--- src/rtl/rf_arb_pkg.sv ---
// Shared types for the register-file write-port arbiter: widths, the
// arbiter state enum and the mult/div FIFO entry layout.
package rf_arb_pkg;

  localparam int REG_W  = 5;
  localparam int DATA_W = 32;

  typedef enum logic [1:0] {
    IDLE  = 2'd0,
    WAIT  = 2'd1,
    FORCE = 2'd2
  } arb_state_t;

  typedef struct packed {
    logic [REG_W-1:0]  a3;
    logic [DATA_W-1:0] wd;
    logic [DATA_W-1:0] pc;
  } rf_entry_t;

endpackage

--- src/rtl/rf_arb_fifo.sv ---
// Circular buffer holding pending mult/div register writes. Exposes the
// head entry, occupancy flags and a one-hot mask of every destination
// register that still has a pending entry.
module rf_arb_fifo
  import rf_arb_pkg::*;
#(
  parameter int DEPTH = 2,
  localparam int AW   = $clog2(DEPTH),
  localparam int CW   = AW + 1
) (
  input  logic            clk,
  input  logic            reset,
  input  logic            push,
  input  logic            pop,
  input  rf_entry_t       din,
  output rf_entry_t       head,
  output logic            full,
  output logic            empty,
  output logic [CW-1:0]   count,
  output logic [31:0]     busy_mask
);

  rf_entry_t      mem [DEPTH];
  logic [AW-1:0]  wr_ptr;
  logic [AW-1:0]  rd_ptr;
  logic [AW-1:0]  off;
  logic           do_push;
  logic           do_pop;

  assign full    = (count == CW'(DEPTH));
  assign empty   = (count == '0);
  assign do_push = push && !full;
  assign do_pop  = pop && !empty;
  assign head    = mem[rd_ptr];

  // Pointer and occupancy bookkeeping; pointers wrap naturally (DEPTH is 2^n)
  always_ff @(posedge clk or negedge reset) begin
    if (!reset) begin
      wr_ptr <= '0;
      rd_ptr <= '0;
      count  <= '0;
    end else begin
      if (do_push) wr_ptr <= wr_ptr + AW'(1);
      if (do_pop)  rd_ptr <= rd_ptr + AW'(1);
      count <= count + CW'(do_push) - CW'(do_pop);
    end
  end

  // Entry storage; contents are qualified by the pointers so no reset needed
  always_ff @(posedge clk) begin
    if (do_push) mem[wr_ptr] <= din;
  end

  // Busy mask: OR of one-hot destinations over the occupied slots
  always_comb begin
    busy_mask = '0;
    off       = '0;
    for (int i = 0; i < DEPTH; i++) begin
      off = AW'(i) - rd_ptr;
      if ({1'b0, off} < count) busy_mask = busy_mask | (32'd1 << mem[i].a3);
    end
  end

endmodule

--- src/rtl/rf_wport_arb.sv ---
// Register-file write-port arbiter. The W stage has fixed priority; the
// multi-cycle mult/div unit queues writes in a small FIFO and a starvation
// counter forces a one-cycle W stall once the head has waited STARVE_MAX
// cycles. Optional macro RF_ARB_TRACE_EN adds a simulation-only write trace.
module rf_wport_arb
  import rf_arb_pkg::*;
#(
  parameter int DEPTH      = 2,
  parameter int STARVE_MAX = 4
) (
  input  logic              clk,
  input  logic              reset,
  input  logic              w_we,
  input  logic [REG_W-1:0]  w_a3,
  input  logic [DATA_W-1:0] w_wd,
  input  logic [DATA_W-1:0] w_pc,
  output logic              w_stall,
  input  logic              md_valid,
  output logic              md_ready,
  input  logic [REG_W-1:0]  md_a3,
  input  logic [DATA_W-1:0] md_wd,
  input  logic [DATA_W-1:0] md_pc,
  output logic              rf_we,
  output logic [REG_W-1:0]  rf_a3,
  output logic [DATA_W-1:0] rf_wd,
  output logic [DATA_W-1:0] rf_wpc,
  output logic [31:0]       busy_mask
);

  localparam int        CW      = $clog2(DEPTH) + 1;
  localparam logic [3:0] CNT_MAX = 4'(STARVE_MAX);

  arb_state_t       state;
  logic [3:0]       starve_cnt;
  rf_entry_t        md_entry;
  rf_entry_t        head;
  logic             full;
  logic             empty;
  logic [CW-1:0]    count;
  logic [CW-1:0]    left;
  logic [31:0]      fifo_busy;
  logic             push;
  logic             push_st;
  logic             pop;
  logic             grant_w;
  logic             grant_head;
  logic             nonempty_nxt;

  assign md_entry = {md_a3, md_wd, md_pc};

  // A request to r0 is acknowledged but never occupies a slot
  assign md_ready     = reset && !full;
  assign push         = md_valid && md_ready;
  assign push_st      = push && (md_a3 != '0);
  assign pop          = grant_head;
  assign left         = count + CW'(push_st) - CW'(pop);
  assign nonempty_nxt = (left != '0);
  assign w_stall      = reset && (state == FORCE);
  assign busy_mask    = reset ? fifo_busy : '0;

  rf_arb_fifo #(.DEPTH(DEPTH)) u_fifo (
    .clk       (clk),
    .reset     (reset),
    .push      (push_st),
    .pop       (pop),
    .din       (md_entry),
    .head      (head),
    .full      (full),
    .empty     (empty),
    .count     (count),
    .busy_mask (fifo_busy)
  );

  // Priority grant: forced head, then W (non-r0), then any queued head
  always_comb begin
    grant_w    = 1'b0;
    grant_head = 1'b0;
    if (reset) begin
      if (state == FORCE && !empty)   grant_head = 1'b1;
      else if (w_we && w_a3 != '0)    grant_w    = 1'b1;
      else if (!empty)                grant_head = 1'b1;
    end
  end

  // Write-port mux driven by the granted source
  always_comb begin
    rf_we  = 1'b0;
    rf_a3  = '0;
    rf_wd  = '0;
    rf_wpc = '0;
    if (grant_w) begin
      rf_we  = 1'b1;
      rf_a3  = w_a3;
      rf_wd  = w_wd;
      rf_wpc = w_pc;
    end else if (grant_head) begin
      rf_we  = 1'b1;
      rf_a3  = head.a3;
      rf_wd  = head.wd;
      rf_wpc = head.pc;
    end
  end

  // Starvation FSM: count cycles the head is bypassed, force one grant at the limit
  always_ff @(posedge clk or negedge reset) begin
    if (!reset) begin
      state      <= IDLE;
      starve_cnt <= '0;
    end else begin
      case (state)
        IDLE: begin
          starve_cnt <= '0;
          if (nonempty_nxt) state <= WAIT;
        end
        WAIT: begin
          if (!nonempty_nxt) begin
            state      <= IDLE;
            starve_cnt <= '0;
          end else if (pop) begin
            starve_cnt <= '0;
          end else if (starve_cnt + 4'd1 == CNT_MAX) begin
            state      <= FORCE;
            starve_cnt <= CNT_MAX;
          end else begin
            starve_cnt <= starve_cnt + 4'd1;
          end
        end
        FORCE: begin
          starve_cnt <= '0;
          state      <= nonempty_nxt ? WAIT : IDLE;
        end
        default: begin
          state      <= IDLE;
          starve_cnt <= '0;
        end
      endcase
    end
  end

`ifdef RF_ARB_TRACE_EN
  // Simulation-only trace of every granted register-file write
  always @(posedge clk) begin
    if (reset && rf_we) $display("%d@%h: $%d <= %h", $time, rf_wpc, rf_a3, rf_wd);
  end
`endif

endmodule

--- config.mk ---
export PLATFORM = sky130hd
export DESIGN_NAME = rf_wport_arb
export DESIGN_NICKNAME = d
export VERILOG_FILES = /design/src/rtl/rf_arb_pkg.sv /design/src/rtl/rf_arb_fifo.sv /design/src/rtl/rf_wport_arb.sv
export SDC_FILE = /design/constraint.sdc
export NUM_CORES = 1
export LEC_CHECK = 0
export BUFFER_PORTS_ARGS = -buffer_cell sky130_fd_sc_hd__buf_2
export CORE_AREA = 2 2 130 132
export CTS_CLUSTER_DIAMETER = 30
export DETAILED_ROUTE_END_ITERATION = 7
export DIE_AREA = 0 0 132 134
export PLACE_DENSITY = 0.81
export SYNTH_ARGS = -nofsm -noshare
export SYNTH_HDL_FRONTEND = slang
export SYNTH_SLANG_ARGS = --single-unit
--- constraint.sdc ---
create_clock -name clk -period 6.25 [get_ports clk]
set_input_delay 0.625 -clock clk [delete_from_list [all_inputs] [get_ports clk]]
set_output_delay 0.625 -clock clk [all_outputs]
set_load 0.02 [all_outputs]
Word level (Yosys, flattened, before mapping)
Memories as Yosys holds them, arrays and structs flattened.
Cells that the tools add are included.
Widths: inputs -> output; s select.
{"block": "classes", "n_addsub": 9, "mul": 0, "div_mod_pow": 0, "magnitude_cmp": 2, "n_eq_ne": 7, "n_shift": 2, "muxes": 30, "bitwise_logic": 1, "n_reduce_logical": 16}
{"op": "$mux 32", "count": 7}
{"op": "$shl 1x5->32 const A", "count": 2}
{"op": "$or 32x32->32", "count": 1}
{"op": "$mux 4", "count": 4}
{"op": "$mux 1", "count": 12}
{"op": "$mux 5", "count": 2}
{"op": "$reduce_bool 5->1", "count": 2}
{"op": "$logic_and 1x1->1", "count": 8}
{"op": "$mux 2", "count": 4}
{"op": "$ne 3x3->1 const B", "count": 2}
{"op": "$pmux 2 s3", "count": 1}
{"op": "$add 2x1->2", "count": 2}
{"op": "$add 4x1->4 const B", "count": 1}
{"op": "$eq 2x2->1 const B", "count": 2}
{"op": "$eq 4x3->1 const B", "count": 1}
{"op": "$logic_not 2->1", "count": 2}
{"op": "$lt 1x2->1", "count": 2}
{"op": "$sub 2x1->2", "count": 2}
{"op": "$reduce_and 3->1", "count": 1}
{"op": "$add 1x1->1 const B", "count": 2}
{"op": "$eq 2x1->1 const B", "count": 1}
{"op": "$logic_not 1->1", "count": 2}
{"op": "$ne 2x2->1 const B", "count": 1}
{"op": "$reduce_bool 2->1", "count": 1}
{"op": "$sub 1x1->1 const A", "count": 2}
{"block": "totals", "reg_bits": 10, "latch_bits": 0, "ramBits": 138, "romBits": 0, "input_bits": 142, "out_inout_bits": 104, "memories": 1}
{"memory": "u_fifo.mem", "words": 2, "width": 69, "read_ports": 3, "rd_clocked_by_memory_dff": 0, "write_ports": 1, "line_no": "rf_arb_fifo.sv:23", "rtl": "rf_entry_t mem [DEPTH];"}

Logic depth before layout (Yosys ltp)
Gate-level depths: netlist of the first run.
{"block": "logic_depth", "word_depth": 10, "depth_mapped": 10, "depth_no_buf": 10}

Modules after synthesis
From an unflattened synthesis of the first run, not the netlist that was laid out.
{"block": "unflattened", "cells_unflattened": 631, "hier_area_um2": 8234.1}
{"module": "rf_arb_fifo", "n_inst": 1, "cells_each": 315, "area_each_um2": 5711.7, "seq_area_each_um2": 4244.1}
{"module": "rf_wport_arb", "n_inst": 1, "cells_each": 316, "area_each_um2": 2522.4, "seq_area_each_um2": 150.1}

Worst setup path after synthesis of the first run
OpenSTA, ideal clock, no wires.
{"block": "synth_path", "path_type": "input -> register", "start": "in reset", "end": "mem u_fifo.mem[0][0] (netlist bit), enable pin", "arrival_time_ps": 4643, "required_time_ps": 5745, "setup_slack_ps": 1102, "cell_stages": 3, "path_buffers": 0, "cell_sequence": "a21boi_0 -> o211a_1 -> nor2b_1"}
{"block": "synth_via", "elab_chain_cells": 6}
{"item": "from (decl)", "line_no": "rf_wport_arb.sv:12", "rtl": "input logic reset,"}
{"item": "$logic_and 1x1->1", "line_no": "rf_wport_arb.sv:52", "rtl": "assign md_ready = reset && !full;"}
{"item": "$logic_and 1x1->1", "line_no": "rf_wport_arb.sv:53", "rtl": "assign push = md_valid && md_ready;"}
{"item": "$logic_and 1x1->1", "line_no": "rf_wport_arb.sv:54", "rtl": "assign push_st = push && (md_a3 != '0);"}
{"item": "$logic_and 1x1->1", "line_no": "rf_arb_fifo.sv:32", "rtl": "assign do_push = push && !full;"}
{"item": "$mux 1", "line_no": "rf_arb_fifo.sv:51", "rtl": "if (do_push) mem[wr_ptr] <= din;"}
{"item": "$mux 1 (not written as such)", "line_no": "rf_arb_fifo.sv:51"}
{"item": "to (decl)", "line_no": "rf_arb_fifo.sv:23"}
No other way between the ends.

Final worst setup path of the first run
{"block": "layout_path", "start": "reg u_fifo.rd_ptr", "end": "out busy_mask[17]"}
{"block": "layout_via", "elab_chain_cells": 6, "elab_cells_between_ends": 8}
{"item": "from (decl)", "line_no": "rf_arb_fifo.sv:25", "rtl": "logic [AW-1:0] rd_ptr;"}
{"item": "from (signal assigned)", "line_no": "rf_arb_fifo.sv:44", "rtl": "if (do_pop) rd_ptr <= rd_ptr + AW'(1);"}
{"item": "$sub 1x1->1", "line_no": "rf_arb_fifo.sv:59", "rtl": "off = AW'(i) - rd_ptr;"}
{"item": "$lt 1x2->1", "line_no": "rf_arb_fifo.sv:60", "rtl": "if ({1'b0, off} < count) busy_mask = busy_mask | (32'd1 << mem[i].a3);"}
{"item": "$mux 32", "line_no": "rf_arb_fifo.sv:60"}
{"item": "$or 32x32->32", "line_no": "rf_arb_fifo.sv:60"}
{"item": "$mux 32 *", "line_no": "rf_arb_fifo.sv:60"}
{"item": "$mux 32 *", "line_no": "rf_wport_arb.sv:59", "rtl": "assign busy_mask = reset ? fifo_busy : '0;"}
{"item": "to (decl)", "line_no": "rf_wport_arb.sv:27", "rtl": "output logic [31:0] busy_mask"}
Mark *: on every way between the ends. The rest lies on a longest branch, timed or not.

==> metrics.txt, run 1 <==
Worst VDD drop approximately 0.25 mV; Placed Cells incl. Taps 1066; Placer Congestion between 0.9 and 1; critical path class register to primary output; 1st-iter DRT viols about 300; Sink Count between 100 and 150; # DRC 0; H-Tree Depth 4; CTS tree yes; Overall Power about 0.0034 W; diode count 0; met1 GRT Util about a quarter; CTS root buf clkbuf_16; pwr dens around 360 nW/um^2; setup violators final 0; first-pass GRT wire length around 28 mm; Avg Vias per Cell ~5.3; internal cell power 0.00229 W; Post-CTS Resized 0; Seq pwr share between 40% and 50%; Seq/Total Area, Yosys between 50% and 60%; Post-CTS Setup Bufs 0; Psw 0.00109 W; Final Max Slew Viols 0; Post-Syn Instances 647; Combinational Power Share about 28%; met3 usage 4.99%; met2 Use GR a little over a third; clock slew at reported path FFs 60 ps; Final ANT Viol Nets 0; CTS Hold Bufs 0; Detail Placement HPWL roughly 13 mm; Finished Layout Cells 1098; worst slew pin tran between 1000 and 1500 ps; Die Area about 18000 sq um; Finished Cell Area 9440 sq um; Clock Tree Buf Depth 2; Post-synth ARST share between 6 and 7%; fin nets 1013; Port Buffers between 200 and 250; Die Width roughly 130 microns; commonest cells after routing, fill and taps aside buf_2, nand2_1, edfxtp_1; yosys warns 0; syn_nets 795; commonest non-fill, non-tap cell in the layout buf_2; Die H 134 microns; Area Overhead vs Synth 25.8%; initial core utilization 46.1%; DR pass1 iterations 6; worst path arrival time 2880 ps; All-Layer GR Usage around a fifth; leak pwr slightly below 4 nW; final worst path period need about 3500 ps; Cell variety after synth 46; max-cap violations 0; RSZ-0062 raised after global routing false; layer with the highest usage met2; Core ar. roughly 16000 sq um; Vias 5835; Rel. slew slack between 20% and 30%; number of synthesized flops with an enable pin between 100 and 150; number of synthesized register bits around 150; share of cells above drive strength 1 around two fifths; Clock Power Share a little under a third; placement row count 47; DP Area 8830 sq um; WL/cell 16.6 microns; GRT overflow 0; setup TNS 0 ps; initial antenna violation count 0; vias in the first global route between 5000 and 6000; Final Hold Vio Count 0; final cycle utilization of the critical path 56.1%; I/O pin total between 200 and 250; Hold/Removal Path Class primary input to async pin; syn avg cell area approximately 12 sq um; dominant synthesized flop cell edfxtp_1; clock latency on the worst-skew pair about 420 ps; synthesized area ~7500 sq um; CTS buffer count 17; Crit path required time around 5600 ps; largest net degree at the start of global routing about 110; FMAX 0.285 GHz; WL final roughly 18 mm; nature of the critical path endpoint primary output; outcome finished, final reports clean; crit start category register; switching share of total power about a third; crit path max fanout 77; Clock Skews between 8 and 9 ps
-- worst max-delay path, stage by stage (launching register included) --
cell and delay [ps]:
dfrtp_4 1070, a21oi_1 250, or3_1 500, o32ai_1 330, and2_1 160, buf_2 160
-- metrics by stage --
step                      setup WS [ps]  utilization (%)  hold slack (ps)
after global placement             2580             54.2              502
after detailed placement           2510             54.2              510
after global routing               2530             57.9              268
final                              2740             57.9              231
after floorplan                    1100                -              329
after CTS                          2710             57.9              237
-- area by class of cell --
cell class | instances | area, sq um
clock buffer | 17 | 425
clock inverter | 15 | 180
fill | 1364 | 6850
inverter | 9 | 33.8
multi-input combinational | 440 | 2870
sequential | 148 | 4400
tap | 220 | 275
timing repair buffer | 249 | 1260
-- state kept, by name, indices dropped and copies added (netlist names) --
name,cells
state,2
u_fifo.count,2
starve_cnt,4
u_fifo.wr_ptr,1
u_fifo.mem,138
u_fifo.rd_ptr,1
-- power groups by stage --
stage	sequential [W]	combinational [W]	clock (W)
floorplan	0.00130	0.000802	0
global placement	0.00142	0.000946	0
CTS	0.00141	0.000958	0.00105
finish	0.00140	0.000950	0.00103
global route	0.00143	0.00103	0.00109
detailed placement	0.00143	0.000952	0
-- logic make-up (layout without fill, tap and decap cells) --
group                      count (synthesis)  in the layout  share of synthesized area [%]
and+or+nand+nor                          230            230                           13.7
DFF                                      148            148                           58.6
AOI/OAI and AO/OA                        130            130                           12.2
muxes                                     66             66                           9.90
buffers and inverters                     59            290                           3.57
xor gates and xnor gates                   8              8                           1.12
adders and majority gates                  6              6                           1.00
-- final timing paths --
check | from | end | slack [ps] | depth (start not counted)
setup / recovery | u_fifo.rd_ptr | busy_mask[17] | 2740 | 5
hold / removal | reset | u_fifo.wr_ptr | 230 | 1
setup reg to reg | u_fifo.count[0] | u_fifo.mem[0][33] | 3200 | 5
hold reg to reg | starve_cnt[0] | starve_cnt[0] | 510 | 1
max in group asynchronous | reset | u_fifo.rd_ptr | 5520 | 1
min in group clk | md_wd[0] | u_fifo.mem[0][32] | 390 | 1
-- routing by layer --
| metal | up-vias | wire length (microns) |
|---|---|---|
| met5 | - | 0 |
| met4 | 0 | 364 |
| met3 | 26 | 1230 |
| met2 | 261 | 9300 |
| met1 | 2696 | 7370 |
| li1 | 2852 | - |
-- Yosys cell counts (all sizes together) (6+ instances only) --
cell    number  area [sq um]
edfxtp     138          4140
nand2      153           574
and2        27           169
o22ai       82           519
nand3        6          30.0
o21ai        6          33.8
mux2        66           743
ha           6          75.1
o32ai       13           114
clkbuf      31           118
inv          9          33.8
buf         19           116
nor2        10          37.5
dfrtp       10           250
nor2b       10          62.6
nand2b       9          56.3
Note: power is estimated with default switching activity, not from simulation.
==> run 2: changes to the inputs <==
Clock period 6.25 ns to 3.6 ns, I/O delays scaled along.
==> run 2 against run 1 <==
Global-route usage increased by 0.24 points. Critical path depth decreased by 1. Sequential cell count stayed put. Final area rose by 0.50%. Largest cell class unchanged. Largest power group unchanged.
==> metrics.txt, run 2 (synthesis results as in run 1) <==
outcome finished, final reports clean; setup violators final 0; Core ar. about 16000 sq um; WL/cell 17.2 microns; commonest cells after routing, fill and taps aside buf_2, nand2_1, edfxtp_1; initial core utilization between 40% and 50%; max FFs per register approximately 140; crit path max fanout 37; Area Overhead vs Synth 26.4%; GRT overflow 0; Final Hold Vio Count 0; vias in the first global route roughly 5700; biggest regs u_fifo.mem x138, starve_cnt x4; Placer Congestion around 0.94; CTS buffer count 17; Post-CTS Setup Bufs 0; max incr delay on CP 810 ps; Final ANT Viol Nets 0; Worst VDD drop 0.428 mV; Post-CTS Resized 0; crit path cell chain o22ai_4, buf_4, o22ai_1, buf_2; Final Max Slew Viols 0; FMAX 0.322 GHz; internal cell power 0.00394 W; r2r setup slk 990 ps; commonest non-fill, non-tap cell in the layout buf_2; max-cap violations 0; clock latency on the worst-skew pair roughly 420 ps; All-Layer GR Usage 20.7%; Crit path required time 3240 ps; largest net degree at the start of global routing 183; Die Area approximately 18000 sq um; final cycle utilization of the critical path a little under nine tenths; crit start category register; Reg2Reg Depth 9; Clock Power Share just over 30%; DR pass1 iterations 5; diode count 0; Filler cells ~1400; share of cells above drive strength 1 40.6%; H-Tree Depth 4; setup TNS 0 ps; Overall Power just under 0.006 W; Seq pwr share approximately 40%; Hold/Removal Path Class primary input to async pin; switching share of total power about a third; Biggest register u_fifo.mem; 1st-iter DRT viols approximately 320; CTS root buf clkbuf_16; Rel. slew slack between 30% and 40%; CTS Hold Bufs 0; pwr dens a little over 600 nW/um^2; Psw roughly 0.0020 W; clock slew at reported path FFs ~60 ps; slowest stage cell, crit path o22ai_4; Avg Vias per Cell ~5.4; Vias slightly below 6000; critical path class register to primary output; # DRC 0; RSZ-0062 raised after global routing false; Stages on worst setup path 4; crit path buf inv count 2; worst path arrival time ~2800 ps; first-pass GRT wire length 28.7 mm; worst slew pin tran 937 ps; placement row count 47; hold_ws ~63 ps; Placed Cells incl. Taps ~1100; FF-to-FF Start u_fifo.count[1]; Detail Placement HPWL ~13 mm; I/O pin total 246; Sink Count ~150; worst reg2reg path endpoint starve_cnt[0]; CP startpoint u_fifo.count[1]; nature of the critical path endpoint primary output; Top delay family on crit path compound AO/OA/AOI/OAI gates; CTS tree yes; Combinational Power Share between 20% and 30%; Clock Skews about 8 ps; final worst path period need around 3100 ps; crit path to rf_wpc[2]; Finished Layout Cells around 1100; fin nets slightly above 1000; Die Width 132 microns; Die H about 130 microns; initial antenna violation count 0; Port Buffers approximately 250; WL final 19.0 mm; Clock Tree Buf Depth 2; leak pwr between 3 and 4 nW
-- run 2: worst register-to-register path, cell delays in order, from the launching register on --
cell and delay, ps:
dfrtp_1 690, o21ai_0 260, a21oi_1 270, ha_1 290, inv_1 60, ha_1 150, xnor3_1 220, nand2b_1 100
nand4b_1 230, nor3b_1 260
-- run 2: power by group through the flow --
| stage | clock network [W] | logic (W) | registers (W) |
|---|---|---|---|
| 5_1_grt | 0.00187 | 0.00190 | 0.00241 |
| 4_1_cts | 0.00181 | 0.00175 | 0.00239 |
| 3_5_place_dp | 0 | 0.00174 | 0.00242 |
| 2_1_floorplan | 0 | 0.00139 | 0.00225 |
| 3_3_place_gp | 0 | 0.00172 | 0.00240 |
| 6_report | 0.00178 | 0.00174 | 0.00238 |
-- run 2: metal layers --
layer | vias to the layer above | wire, microns | track usage (%)
met5 | - | 0 | 0
met4 | 0 | 419 | 8.76
met3 | 31 | 1270 | 5.14
met2 | 272 | 9420 | 35.8
met1 | 2805 | 7850 | 24.7
li1 | 2857 | - | -
-- run 2: worst min path at each step --
stage | end | depth (start not counted)
finish | u_fifo.count[0] | 2
global route | u_fifo.count[0] | 2
CTS | u_fifo.count[0] | 2
detailed placement | starve_cnt[0] | 1
global placement | starve_cnt[0] | 1
floorplan | starve_cnt[0] | 0
-- run 2: stage by stage --
step | area, sq um | setup WS, ps | util, %
6_report | 9490 | 491 | 58.2
2_1_floorplan | 7510 | 13.2 | -
4_1_cts | 9490 | 471 | 58.2
3_5_place_dp | 8890 | 759 | 54.6
5_1_grt | 9490 | 324 | 58.2
3_3_place_gp | 8890 | 923 | 54.6
-- run 2: layout make-up --
class                      count  area (sq um)  area share (%)
clock inverter                15           170            1.79
tap                          220           275            2.90
multi-input combinational    440          2870            30.2
timing repair buffer         255          1320            13.9
clock buffer                  17           425            4.48
inverter                       9          33.8           0.356
sequential                   148          4400            46.4
